==> src/rtl/ubit2bin_bi_pkg.sv <==
// ubit2bin_bi shared definitions: state encoding and window length.
`ifndef UBIT2BIN_BI_PKG_SV
`define UBIT2BIN_BI_PKG_SV

`define UB_WIN_LEN(bw) (1 << (bw))

package ubit2bin_bi_pkg;

    localparam logic [1:0] UB_IDLE  = 2'd0;
    localparam logic [1:0] UB_ACCUM = 2'd1;
    localparam logic [1:0] UB_HOLD  = 2'd2;

    typedef enum logic [1:0] {
        S_IDLE  = UB_IDLE,
        S_ACCUM = UB_ACCUM,
        S_HOLD  = UB_HOLD
    } ub_state_t;

    function automatic int win_len(input int bw);
        return `UB_WIN_LEN(bw);
    endfunction

endpackage

`endif

==> src/rtl/ubit2bin_bi_ucnt_en.sv <==
// Up-counter with synchronous clear (priority) and enable.
module ucnt_en #(
    parameter int W = 9
) (
    input  logic         clk,
    input  logic         rst_n,
    input  logic         clr,
    input  logic         en,
    output logic [W-1:0] cnt
);

    always_ff @(posedge clk or negedge rst_n) begin
        if (!rst_n) begin
            cnt <= '0;
        end else if (clr) begin
            cnt <= '0;
        end else if (en) begin
            cnt <= cnt + W'(1);
        end
    end

endmodule

==> src/rtl/ubit2bin_bi.sv <==
// Bipolar unary-to-binary decoder: counts ones over 2^BITWIDTH samples
// and presents the result with a valid/ready handshake.
import ubit2bin_bi_pkg::*;

module ubit2bin_bi #(
    parameter int BITWIDTH = 8
) (
    input  logic                iClk,
    input  logic                iRstN,
    input  logic                iClr,
    input  logic                iStart,
    input  logic                iEn,
    input  logic                iBit,
    input  logic                iReady,
    output logic                oBusy,
    output logic                oValid,
    output logic [BITWIDTH-1:0] oBin,
    output logic [BITWIDTH-1:0] oSigned
);

    localparam int CW = BITWIDTH + 1;
    localparam logic [CW-1:0] WIN  = CW'(win_len(BITWIDTH));
    localparam logic [CW-1:0] LAST = WIN - CW'(1);
    localparam logic [BITWIDTH-1:0] SAT = {BITWIDTH{1'b1}};

    ub_state_t state_q;
    ub_state_t state_d;

    logic [CW-1:0]       smp_cnt;
    logic [CW-1:0]       one_cnt;
    logic [CW-1:0]       ones_next;
    logic [BITWIDTH-1:0] bin_q;
    logic [BITWIDTH-1:0] bin_d;
    logic                cnt_clr;
    logic                smp_en;
    logic                one_en;
    logic                last;
    logic                valid_q;
    logic                busy_q;

    assign smp_en    = (state_q == S_ACCUM) & iEn;
    assign one_en    = smp_en & iBit;
    assign ones_next = one_cnt + CW'(iBit);
    assign last      = smp_en & (smp_cnt == LAST);

    ucnt_en #(.W(CW)) u_smp_cnt (
        .clk   (iClk),
        .rst_n (iRstN),
        .clr   (cnt_clr),
        .en    (smp_en),
        .cnt   (smp_cnt)
    );

    ucnt_en #(.W(CW)) u_one_cnt (
        .clk   (iClk),
        .rst_n (iRstN),
        .clr   (cnt_clr),
        .en    (one_en),
        .cnt   (one_cnt)
    );

    always_comb begin
        state_d = state_q;
        cnt_clr = 1'b0;
        bin_d   = bin_q;
        unique case (state_q)
            S_IDLE: begin
                if (iStart) begin
                    state_d = S_ACCUM;
                    cnt_clr = 1'b1;
                end
            end
            S_ACCUM: begin
                if (last) begin
                    state_d = S_HOLD;
                    bin_d   = (ones_next == WIN) ? SAT
                                                 : ones_next[BITWIDTH-1:0];
                end
            end
            S_HOLD: begin
                if (valid_q && iReady) begin
                    state_d = iStart ? S_ACCUM : S_IDLE;
                    cnt_clr = 1'b1;
                end
            end
            default: begin
                state_d = S_IDLE;
                cnt_clr = 1'b1;
            end
        endcase
        // Clear overrides everything but leaves the last result visible
        if (iClr) begin
            state_d = S_IDLE;
            cnt_clr = 1'b1;
            bin_d   = bin_q;
        end
    end

    always_ff @(posedge iClk or negedge iRstN) begin
        if (!iRstN) begin
            state_q <= S_IDLE;
            bin_q   <= '0;
            valid_q <= 1'b0;
            busy_q  <= 1'b0;
        end else begin
            state_q <= state_d;
            bin_q   <= bin_d;
            valid_q <= (state_d == S_HOLD);
            busy_q  <= (state_d == S_ACCUM);
        end
    end

    assign oBusy   = busy_q;
    assign oValid  = valid_q;
    assign oBin    = bin_q;
    assign oSigned = {~bin_q[BITWIDTH-1], bin_q[BITWIDTH-2:0]};

endmodule

==> config.mk <==
export PLATFORM = sky130hd
export DESIGN_NAME = ubit2bin_bi
export DESIGN_NICKNAME = d
export VERILOG_FILES = /design/src/rtl/ubit2bin_bi_pkg.sv /design/src/rtl/ubit2bin_bi_ucnt_en.sv /design/src/rtl/ubit2bin_bi.sv
export SDC_FILE = /design/constraint.sdc
export NUM_CORES = 1
export LEC_CHECK = 0
export CAP_MARGIN = 20
export CORE_ASPECT_RATIO = 2
export CORE_MARGIN = 10
export CORE_UTILIZATION = 30
export CTS_BUF_LIST = sky130_fd_sc_hd__clkbuf_16
export DETAILED_ROUTE_END_ITERATION = 10
export DONT_BUFFER_PORTS = 1
export SLEW_MARGIN = 20
export SYNTH_ARGS = -nofsm -noshare
export SYNTH_HDL_FRONTEND = slang
export SYNTH_HIERARCHICAL = 1
export SYNTH_SLANG_ARGS = --single-unit
==> constraint.sdc <==
create_clock -name iClk -period 1.98 [get_ports iClk]
set_clock_uncertainty 0.15 [all_clocks]
set_input_delay 0.396 -clock iClk [delete_from_list [all_inputs] [get_ports iClk]]
set_output_delay 0.396 -clock iClk [all_outputs]
set_load 0.03 [all_outputs]
==> results.sh <==
export IMPL_synth_most_common_cell="dfrtp_1"
export IMPL_vias=1360
export IMPL_dpl_hpwl_um=3060
export IMPL_crit_arrival_ns=1.95
export IMPL_synth_simple_area_share=0.226
export IMPL_seq_area_frac_synth=0.410
export IMPL_synth_top_family_by_area="simple AND/OR/NAND/NOR gates"
export IMPL_cts_root_buf="clkbuf_16"
export IMPL_maxCapViolCount=0
export IMPL_die_y_um=130
export IMPL_hold_violations=0
export IMPL_slew_violations=0
export IMPL_start_util=0.307
export IMPL_power_density_mw_per_mm2=643
export IMPL_drt_iter0_drc=58
export IMPL_setup_violations=0
export IMPL_fin_tns_setup_ns=0
export IMPL_grt_overflow=0
export IMPL_finalCriticalPeriod_ns=1.90
export IMPL_crit_type="reg -> reg"
export IMPL_syn_inst=179
export IMPL_layout_drive_gt1_share=0.286
export IMPL_routedWlPerCell_um=16.3
export IMPL_critPathLaunch="state_q[1]"
export IMPL_crit_required_ns=2.03
export IMPL_synthMuxAreaShare=0.0451
export IMPL_leakagePower_nw=0.924
export IMPL_portBuffers=0
export IMPL_critical_path_top_delay_family="simple AND/OR/NAND/NOR gates"
export IMPL_path_cells="and3b_2 > and2_4 > o2111ai_4 > or4_4 > a21oi_2"
export IMPL_clk_pin_slew_ns=0.05
export IMPL_cts_tree="done"
export IMPL_ant_nets=0
export IMPL_hold_path_class="in -> reg"
export IMPL_drt_vias_per_instance=5.25
export IMPL_nFillCells=565
export IMPL_yosys_top_cells_count="dfrtp_1 (30), nor2_1 (18), nand2_1 (15)"
export IMPL_rows=40
export IMPL_drc=0
export IMPL_h_tree_depth=2
export IMPL_place_inst=246
export IMPL_syn_num_nets=190
export IMPL_cts_buffers=5
export IMPL_io_pins=25
export IMPL_cts_sinks=30
export IMPL_cts_buffer_depth=2
export IMPL_dr_pass1_iters=4
export IMPL_clk_latency_ns=0.27
export IMPL_cp_num_buf_inv=0
export IMPL_vdd_drop_max_mv=0.474
export IMPL_grt_pass1_wl_um=6660
export IMPL_rsz0062_at_grt="no"
export IMPL_area_delta_synth_final_pct=20.2
export IMPL_yosysWarnings=6
export IMPL_synth_compound_area_share=0.144
export IMPL_wl_um=4230
export IMPL_synth_xor_area_frac=0.0766
export IMPL_yosys_top_cells_area="dfrtp_1 (41%), o2111ai_4 (4.3%), xor2_1 (4.3%), buf_4 (3.7%), nor2_1 (3.7%)"
export IMPL_worst_r2r_setup_slack_ns=0.08
export IMPL_tightest_slew_ns=0.578
export IMPL_reg2reg_depth=5
export IMPL_path_depth=5
export IMPL_status="completed"
export IMPL_holdPathStages=1
export IMPL_max_slew_margin=0.615
export IMPL_syn_cell_area_mm2=0.00183
export IMPL_synth_top_area_share=0.410
export IMPL_grt_use_total=0.0892
export IMPL_min_from="iClr"
export IMPL_synth_edf_count=0
export IMPL_hold_end="oBusy"
export IMPL_r2r_start="state_q[1]"
export IMPL_gp_congestion=0.739
export IMPL_worst_hold_slack_ns=0.0325
export IMPL_antenna_found_initial=0
export IMPL_ys_flop_type="dfrtp_1"
export IMPL_grt_pass1_vias=1403
export IMPL_r2r_end="u_one_cnt/cnt[8]"
export IMPL_synth_cell_type_count=40
export IMPL_synth_async_reset_ratio=1.00
export IMPL_die_x_um=75.2
export IMPL_max_freq_mhz=527
export IMPL_synth_seq_cells=30
export IMPL_worstPathMaxFanout=8
export IMPL_worstSetupEndpointType="register"
export IMPL_finish_net_count=206
export IMPL_slowest_delay_ns=0.51
export IMPL_synth_adder_area_share=0.0273
export IMPL_diodes=0
export IMPL_slowest_stage="or4_4"
export IMPL_core_mm2=0.00596
export IMPL_grt_max_degree=31
export IMPL_synth_avg_cell_area_um2=10.2
export IMPL_yosysTopAreaCell="dfrtp_1"
export IMPL_fin_crit_sh=0.959
export IMPL_critPathLaunchType="register"
export IMPL_stdcell_count=259
export IMPL_dieArea_mm2=0.00982
-- state kept, by name (all words and copies together), names as in the netlist --
name	flops
u_one_cnt/cnt	9
u_smp_cnt/cnt	9
oBin	8
state_q	2
oBusy	1
oValid	1
-- through the flow --
stage          cell area, um^2   util  power (mW)  setup WS, ns
5_1_grt                   2200  0.369        1.47       0.00213
4_1_cts                   2130  0.357        1.43        0.0128
2_1_floorplan             1840      -       0.681        0.0106
6_report                  2200  0.369        1.42        0.0809
3_3_place_gp              1940  0.326       0.689       -0.0324
3_5_place_dp              1940  0.326       0.690       -0.0610
-- per-layer routing --
layer / global-route usage / vias up / routed length [um]
li1: - / 659 / -
met1: 0.0816 / 681 / 1520
met2: 0.169 / 14 / 2480
met3: 0.0279 / 6 / 166
met4: 0.0418 / 0 / 65
met5: 0 / - / 0
-- cell families after synthesis --
kind of cell	Yosys count
AND/OR/NAND/NOR	71
buffers and inverters	21
AO/OA/AOI/OAI	30
XOR/XNOR	16
adder cells (fa/ha/maj)	4
flip-flops	30
multiplexers	7
-- worst max-delay path by stage --
stage | endpoint | slack [ns]
after floorplan | u_one_cnt/cnt[7] | 0.01
after CTS | oBin[6] | 0.01
after detailed placement | u_one_cnt/cnt[7] | -0.06
after global routing | u_one_cnt/cnt[8] | 0.002
final | u_one_cnt/cnt[8] | 0.08
after global placement | u_smp_cnt/cnt[7] | -0.03
-- layout by cell type, fill, tap and decap left out, drive strengths merged, types with 2 or more instances in the layout --
| cell | instances |
|---|---|
| a21oi | 9 |
| a221oi | 2 |
| and2 | 2 |
| and2b | 2 |
| and3 | 2 |
| buf | 22 |
| clkbuf | 5 |
| clkinv | 2 |
| dfrtp | 30 |
| ha | 4 |
| inv | 8 |
| mux2i | 7 |
| nand2 | 15 |
| nand2b | 2 |
| nand3 | 7 |
| nand4 | 7 |
| nor2 | 20 |
| nor3 | 2 |
| o2111ai | 3 |
| o21ai | 6 |
| o31ai | 6 |
| or3 | 3 |
| or4 | 6 |
| xnor2 | 7 |
| xor2 | 9 |
-- final cells by class --
| cell class | instances | area (um^2) | share of cell area |
|---|---|---|---|
| Clock buffer | 5 | 125 | 0.0569 |
| Timing Repair Buffer | 23 | 191 | 0.0870 |
| Sequential cell | 30 | 753 | 0.342 |
| Inverter | 7 | 26.3 | 0.0119 |
| Multi-Input combinational cell | 128 | 1010 | 0.460 |
| Tap cell | 63 | 78.8 | 0.0358 |
| Clock inverter | 3 | 12.5 | 0.00569 |
-- where the power goes --
part,switching (mW),internal (mW)
logic,0.0463,0.0342
clock network,0.256,0.453
registers,0.00683,0.619
-- worst reg2reg max path: cells and delay by family (launching register included) --
kind | cells | cell delay, ns
AND/OR/NAND/NOR | 3 | 0.94
AO/OA/AOI/OAI | 2 | 0.29
flip-flops | 1 | 0.44
-- repair_timing --
item / 4_1_cts / 5_1_grt
setup endpoints to repair: 7 / 13
pin swaps: 0 / 11
setup buffers: 0 / 3
gates resized for setup: 4 / 11
hold buffers: 2 / 0
hold endpoints to repair: 30 / 0
Power figures use the tool's default switching activity.
